`config.mk`:
```
export PLATFORM = sky130hd
export DESIGN_NAME = seq_alu_flat
export DESIGN_NICKNAME = d
export VERILOG_FILES = /design/src/rtl/seq_alu_if.sv /design/src/rtl/seq_alu.sv /design/src/flat_wrapper.sv
export SDC_FILE = /design/constraint.sdc
export NUM_CORES = 1
export LEC_CHECK = 0
export ABC_AREA = 0
export CORE_MARGIN = 4
export CORE_UTILIZATION = 40
export CTS_BUF_LIST = sky130_fd_sc_hd__clkbuf_2 sky130_fd_sc_hd__clkbuf_4 sky130_fd_sc_hd__clkbuf_8
export DETAILED_ROUTE_END_ITERATION = 10
export MAX_ROUTING_LAYER = met4
export PLACE_DENSITY_LB_ADDON = 0.25
export SETUP_SLACK_MARGIN = 0.15
export SKIP_CTS_REPAIR_TIMING = 1
export SLEW_MARGIN = 5
export SYNTH_ARGS = -nofsm -noshare
export SYNTH_HDL_FRONTEND = slang
export SYNTH_SLANG_ARGS = --single-unit
```
`constraint.sdc`:
```
create_clock -name clk -period 9.5 [get_ports clk]
set_input_delay 1.9 -clock clk [delete_from_list [all_inputs] [get_ports clk]]
set_output_delay 1.9 -clock clk [all_outputs]
set_load 0.05 [all_outputs]
```
`src/rtl/seq_alu_if.sv`:
```
// Request/response bundle for the sequential ALU.
// The master side issues operations and consumes results.
interface seq_alu_if #(
    parameter int N = 8
);
    logic [3:0]   F;
    logic [N-1:0] a;
    logic [N-1:0] b;
    logic         in_valid;
    logic         in_ready;
    logic [N-1:0] y;
    logic [N-1:0] y_hi;
    logic         cout;
    logic         ovf;
    logic         zero;
    logic         dz;
    logic         err;
    logic         out_valid;
    logic         out_ready;

    modport master (
        output F, a, b, in_valid, out_ready,
        input  in_ready, y, y_hi, cout, ovf, zero, dz, err, out_valid
    );

    modport slave (
        input  F, a, b, in_valid, out_ready,
        output in_ready, y, y_hi, cout, ovf, zero, dz, err, out_valid
    );
endinterface

```
`src/rtl/seq_alu.sv`:
```
// Sequential ALU: single-cycle logic/arith ops plus iterative
// shift-add multiply and restoring divide, one bit per cycle.
module seq_alu #(
    parameter int N = 8
) (
    input  logic      clk,
    input  logic      reset,
    seq_alu_if.slave  bus
);
    localparam int CW = $clog2(N + 1);

    typedef enum logic {IDLE, ITER} state_t;

    state_t         state, state_n;
    logic [CW-1:0]  cnt;
    logic           is_div;
    logic [N-1:0]   b_q;
    logic [2*N-1:0] p;
    logic [2*N-1:0] p_n;

    logic [N-1:0]   y_q, hi_q;
    logic           c_q, v_q, z_q, dz_q, err_q, ov_q;

    logic           accept, go_iter, last, done;
    logic           is_mul_in, is_div_in;

    logic [N-1:0]   sc_y, sc_hi;
    logic           sc_c, sc_v, sc_dz, sc_err;
    logic [N:0]     add_s, sub_s;
    logic           add_v, sub_v;

    logic           mc;
    logic [N-1:0]   mhi;
    logic [N:0]     rs, diff;
    logic           ge;

    assign bus.in_ready  = (state == IDLE) && (!ov_q || bus.out_ready);
    assign bus.y         = y_q;
    assign bus.y_hi      = hi_q;
    assign bus.cout      = c_q;
    assign bus.ovf       = v_q;
    assign bus.zero      = z_q;
    assign bus.dz        = dz_q;
    assign bus.err       = err_q;
    assign bus.out_valid = ov_q;

    assign accept    = bus.in_valid && bus.in_ready;
    assign is_mul_in = (bus.F == 4'b1000);
    assign is_div_in = (bus.F == 4'b1001);
    assign go_iter   = is_mul_in || (is_div_in && (bus.b != '0));
    assign last      = (cnt == CW'(N - 1));
    assign done      = (state == ITER) && last;

    // Next-state: iterative ops spend exactly N cycles in ITER
    always_comb begin
        state_n = state;
        case (state)
            IDLE: if (accept && go_iter) state_n = ITER;
            ITER: if (last) state_n = IDLE;
            default: state_n = IDLE;
        endcase
    end

    // One multiply or divide step on the shared {hi, lo} register
    always_comb begin
        {mc, mhi} = {1'b0, p[2*N-1:N]} + (p[0] ? {1'b0, b_q} : '0);
        rs        = {p[2*N-1:N], p[N-1]};
        diff      = rs - {1'b0, b_q};
        ge        = !diff[N];
        if (is_div)
            p_n = {(ge ? diff[N-1:0] : rs[N-1:0]), p[N-2:0], ge};
        else
            p_n = {mc, mhi, p[N-1:1]};
    end

    // Single-cycle result from the operands presented on accept
    always_comb begin
        add_s  = {1'b0, bus.a} + {1'b0, bus.b};
        sub_s  = {1'b0, bus.a} + {1'b0, ~bus.b} + (N+1)'(1);
        add_v  = (bus.a[N-1] == bus.b[N-1]) && (add_s[N-1] != bus.a[N-1]);
        sub_v  = (bus.a[N-1] != bus.b[N-1]) && (sub_s[N-1] != bus.a[N-1]);
        sc_y   = '0;
        sc_hi  = '0;
        sc_c   = 1'b0;
        sc_v   = 1'b0;
        sc_dz  = 1'b0;
        sc_err = 1'b0;
        case (bus.F)
            4'b0000: sc_y = bus.a & bus.b;
            4'b0001: sc_y = bus.a | bus.b;
            4'b0010: begin
                sc_y = add_s[N-1:0];
                sc_c = add_s[N];
                sc_v = add_v;
            end
            4'b0011: sc_y = bus.a ^ bus.b;
            4'b0100: sc_y = bus.a & ~bus.b;
            4'b0101: sc_y = bus.a | ~bus.b;
            4'b0110: begin
                sc_y = sub_s[N-1:0];
                sc_c = sub_s[N];
                sc_v = sub_v;
            end
            4'b0111: begin
                sc_y = {{(N-1){1'b0}}, sub_s[N-1] ^ sub_v};
                sc_c = sub_s[N];
                sc_v = sub_v;
            end
            4'b1000: sc_y = '0;
            4'b1001: begin
                sc_y  = '1;
                sc_hi = bus.a;
                sc_dz = 1'b1;
            end
            default: sc_err = 1'b1;
        endcase
    end

    // State, iteration datapath and output register
    always_ff @(posedge clk) begin
        if (reset) begin
            state  <= IDLE;
            cnt    <= '0;
            is_div <= 1'b0;
            b_q    <= '0;
            p      <= '0;
            y_q    <= '0;
            hi_q   <= '0;
            c_q    <= 1'b0;
            v_q    <= 1'b0;
            z_q    <= 1'b0;
            dz_q   <= 1'b0;
            err_q  <= 1'b0;
            ov_q   <= 1'b0;
        end else begin
            state <= state_n;
            if (accept && go_iter) begin
                p      <= {{N{1'b0}}, bus.a};
                b_q    <= bus.b;
                is_div <= is_div_in;
                cnt    <= '0;
            end else if (state == ITER) begin
                p <= p_n;
                if (!last) cnt <= cnt + CW'(1);
            end
            if (accept && !go_iter) begin
                y_q   <= sc_y;
                hi_q  <= sc_hi;
                c_q   <= sc_c;
                v_q   <= sc_v;
                z_q   <= (sc_y == '0);
                dz_q  <= sc_dz;
                err_q <= sc_err;
                ov_q  <= 1'b1;
            end else if (done) begin
                y_q   <= p_n[N-1:0];
                hi_q  <= p_n[2*N-1:N];
                c_q   <= 1'b0;
                v_q   <= 1'b0;
                z_q   <= (p_n[N-1:0] == '0);
                dz_q  <= 1'b0;
                err_q <= 1'b0;
                ov_q  <= 1'b1;
            end else if (ov_q && bus.out_ready) begin
                ov_q <= 1'b0;
            end
        end
    end
endmodule

```
`src/flat_wrapper.sv`:
```
// flat-port wrapper written by rule: the top's interface ports become plain ports
module seq_alu_flat 
#(
    parameter int N = 8
)
  (clk, reset, bus_F, bus_a, bus_b, bus_in_valid, bus_out_ready, bus_in_ready, bus_y, bus_y_hi, bus_cout, bus_ovf, bus_zero, bus_dz, bus_err, bus_out_valid);
  seq_alu_if #(.N(N)) bus_i ();
  input  logic clk;
  input  logic reset;
  input wire logic [$bits(bus_i.F)-1:0] bus_F;
  input wire logic [$bits(bus_i.a)-1:0] bus_a;
  input wire logic [$bits(bus_i.b)-1:0] bus_b;
  input wire logic [$bits(bus_i.in_valid)-1:0] bus_in_valid;
  input wire logic [$bits(bus_i.out_ready)-1:0] bus_out_ready;
  output wire logic [$bits(bus_i.in_ready)-1:0] bus_in_ready;
  output wire logic [$bits(bus_i.y)-1:0] bus_y;
  output wire logic [$bits(bus_i.y_hi)-1:0] bus_y_hi;
  output wire logic [$bits(bus_i.cout)-1:0] bus_cout;
  output wire logic [$bits(bus_i.ovf)-1:0] bus_ovf;
  output wire logic [$bits(bus_i.zero)-1:0] bus_zero;
  output wire logic [$bits(bus_i.dz)-1:0] bus_dz;
  output wire logic [$bits(bus_i.err)-1:0] bus_err;
  output wire logic [$bits(bus_i.out_valid)-1:0] bus_out_valid;
  assign bus_i.F = bus_F;
  assign bus_i.a = bus_a;
  assign bus_i.b = bus_b;
  assign bus_i.in_valid = bus_in_valid;
  assign bus_i.out_ready = bus_out_ready;
  assign bus_in_ready = bus_i.in_ready;
  assign bus_y = bus_i.y;
  assign bus_y_hi = bus_i.y_hi;
  assign bus_cout = bus_i.cout;
  assign bus_ovf = bus_i.ovf;
  assign bus_zero = bus_i.zero;
  assign bus_dz = bus_i.dz;
  assign bus_err = bus_i.err;
  assign bus_out_valid = bus_i.out_valid;
  seq_alu #(.N(N)) u_core (.clk(clk), .reset(reset), .bus(bus_i));
endmodule
```
==> out/summary.txt <==
Layout area overhead: 13.1%
Post-synth top cells: 68 x a21oi_1, 57 x nor2_1, 55 x nand2_1, 52 x dfxtp_1, 36 x inv_1
Peak VDD IR: 0.0912 mV
Netlist Area Pre-Place: 4580 um2
# rows: 38
highest achievable clock rate: 185 MHz
initial antenna violation count: 0
fin crit share: 56.9%
Worst Path Arrival: 3.51 ns
post-DR wirelength/cell: 18.3 um
CTS Buffer Depth: 2
Ant. Diodes: 0
total CTS buffers: 5
reg-to-reg startpoint: u_core.p[7]$_SDFFE_PP0P_
vias in the first global route: 4,354
PortBufs: 46
Tot Pwr: 561 uW
crit start category: input port
synthesized flop and latch total: 52
Reg2Reg Depth: 10
setup ws final: 4.09 ns
worst slew pin tran: 1.17 ns
Core ar.: 11,000 um2
fin. max-slew vios: 0
Vias: 4,601
clk_skew: 0.00841 ns
slowest CP cell: clkdlybuf4s50_1
Final Hold Viols: 0
Worst path max stage delay: 0.84 ns
CTS tree: done
Mean Syn Cell Area: 7.50 um2
CP Capture Type: output pin
Crit Path Max Fanout: 3
Final Routed Wirelength: 14,100 um
I/O pin count: 47
Initial Util: 41.5%
global-route usage over all layers: 22.3%
Slew HR: 21.6%
Syn Inst Count: 610
final cell count without fillers: 774
CP cell instances: clkdlybuf4s50_1, nand2b_1, nor2b_1, clkdlybuf4s50_1
drc violations: 0
first-pass GRT wire length: 22,900 um
Clock Latency Late Sink: 0.31 ns
RSZ-0062 raised after global routing: false
Hold Path Stages: 2
cell mode on critical path: clkdlybuf4s50_1
Post-Syn Nets: 672
sequential area share after synthesis: 22.7%
clk root buf: clkbuf_8
Post-synth EDFFs: 0
grt ovf: 0
count leader, synth: a21oi_1
r2r endpoint: u_core.p[14]$_SDFFE_PP0P_
Hold WS: 0.480 ns
average vias per placed instance: 5.94
Num Clock Sinks: 52
Netlist cell types: 71
htree depth: 2
Setup Crit Path Kind: input port to output pin
worst min-delay path endpoint: u_core.b_q[0]$_SDFFE_PP0P_
nets: 695
placed cells: 766
maxcap violations: 0
hpwl dp: 10,600 um
Pre-Repair DR Iteration Count: 6
Hold Startpoint: u_core.b_q[0]$_SDFFE_PP0P_
top post-synthesis cells by area: dfxtp_1 23%, ha_1 9.0%, a21oi_1 7.4%
Die Span X: 115 um
DR iter-0 viols: 460
largest net degree at the start of global routing: 47
ys flop type: dfxtp_1
post-route minimum period: 5.41 ns
Setup Total Neg Slack: 0 ns
Hold Crit Class: flip-flop to flip-flop
Reg clk slew, reported paths: 0.10 ns
RePlAce Congestion: 0.935
Synth warnings: 0
worst path required time: 7.60 ns
Power per Cell Area: 108 nW/um2
Die ar.: 13,200 um2
Async SR Flop Fraction: 0%
die height: 115 um
P_leak: 0.00186 uW
Synth area leader: dfxtp_1
post-route antenna net violation count: 0
status: complete, no violations
share of the synthesized area in the top cell type: 22.7%
reg2reg setup slack: 6.52 ns
share of cells above drive strength 1: 5.05%
Setup WS pre-CTS: 4.09 ns
Setup Viol. Count Final: 0
==> cell type report <==
cell class | instances | area [um2]
Multi-Input combinational cell | 487 | 3240
Fill cell | 1127 | 5850
Clock buffer | 7 | 83.8
Timing Repair Buffer | 51 | 493
Inverter | 36 | 135
Sequential cell | 52 | 1040
Tap cell | 140 | 175
Clock inverter | 1 | 8.76
==> metrics by stage <==
stage / util (%) / cell area, um2
6_report: 46.9 / 5180
5_1_grt: 46.9 / 5180
4_1_cts: 46.9 / 5180
3_5_place_dp: 46.1 / 5080
3_3_place_gp: 46.1 / 5080
2_1_floorplan: - / 4580
==> routing by layer <==
| metal | GRT usage, % | part of all wire, % |
|---|---|---|
| met2 | 33.2 | 45 |
| met1 | 30.7 | 47 |
| met5 | - | 0 |
| met3 | 3.42 | 5.1 |
| met4 | 7.75 | 3.0 |
==> worst max-delay path by stage <==
stage                   from      endpoint  cells past startpoint
5_1_grt        bus_out_ready  bus_in_ready                      4
3_3_place_gp   bus_out_ready  bus_in_ready                      4
6_report       bus_out_ready  bus_in_ready                      4
4_1_cts        bus_out_ready  bus_in_ready                      4
2_1_floorplan  bus_out_ready  bus_in_ready                      2
3_5_place_dp   bus_out_ready  bus_in_ready                      4
==> power breakdown <==
group	switching, uW	internal [uW]
combinational	121	73.4
clock	75.3	58.6
sequential	6.70	226
==> placed cells by master (no fill, tap or decap), types with 16 or more instances in the layout <==
cell,n
a21oi_1,68
o21ai_0,32
ha_1,33
nor2b_1,19
inv_1,36
nor3_1,26
dfxtp_1,52
nor2_1,57
nand2_1,55
mux2i_1,16
clkdlybuf4s50_1,45
==> logic make-up (layout without fill, tap and decap cells) <==
family	after synthesis	in the layout	share of synthesized area (%)
buffers and inverters	71	95	6.53
and+or+nand+nor	224	224	24.6
adders and majority gates	38	38	11.2
muxes	19	19	4.24
DFF	52	52	22.7
xor gates and xnor gates	16	16	3.06
AOI/OAI and AO/OA	190	190	27.6
==> sequential cells by signal, indices dropped and copies added (netlist names) <==
| name | cells |
|---|---|
| u_core.p | 16 |
| u_core.b_q | 8 |
| u_core.bus.y | 8 |
| u_core.bus.y_hi | 8 |
| u_core.cnt | 4 |
| u_core.bus.cout | 1 |
| u_core.bus.dz | 1 |
| u_core.bus.err | 1 |
| u_core.bus.out_valid | 1 |
| u_core.bus.ovf | 1 |
| u_core.bus.zero | 1 |
| u_core.is_div | 1 |
| u_core.state | 1 |
==> critical path: cells and delay by family <==
kind | cells | cell delay [ns]
buf+inv | 2 | 1.29
simple gates | 2 | 0.32
(Power assumes the default switching activity.)
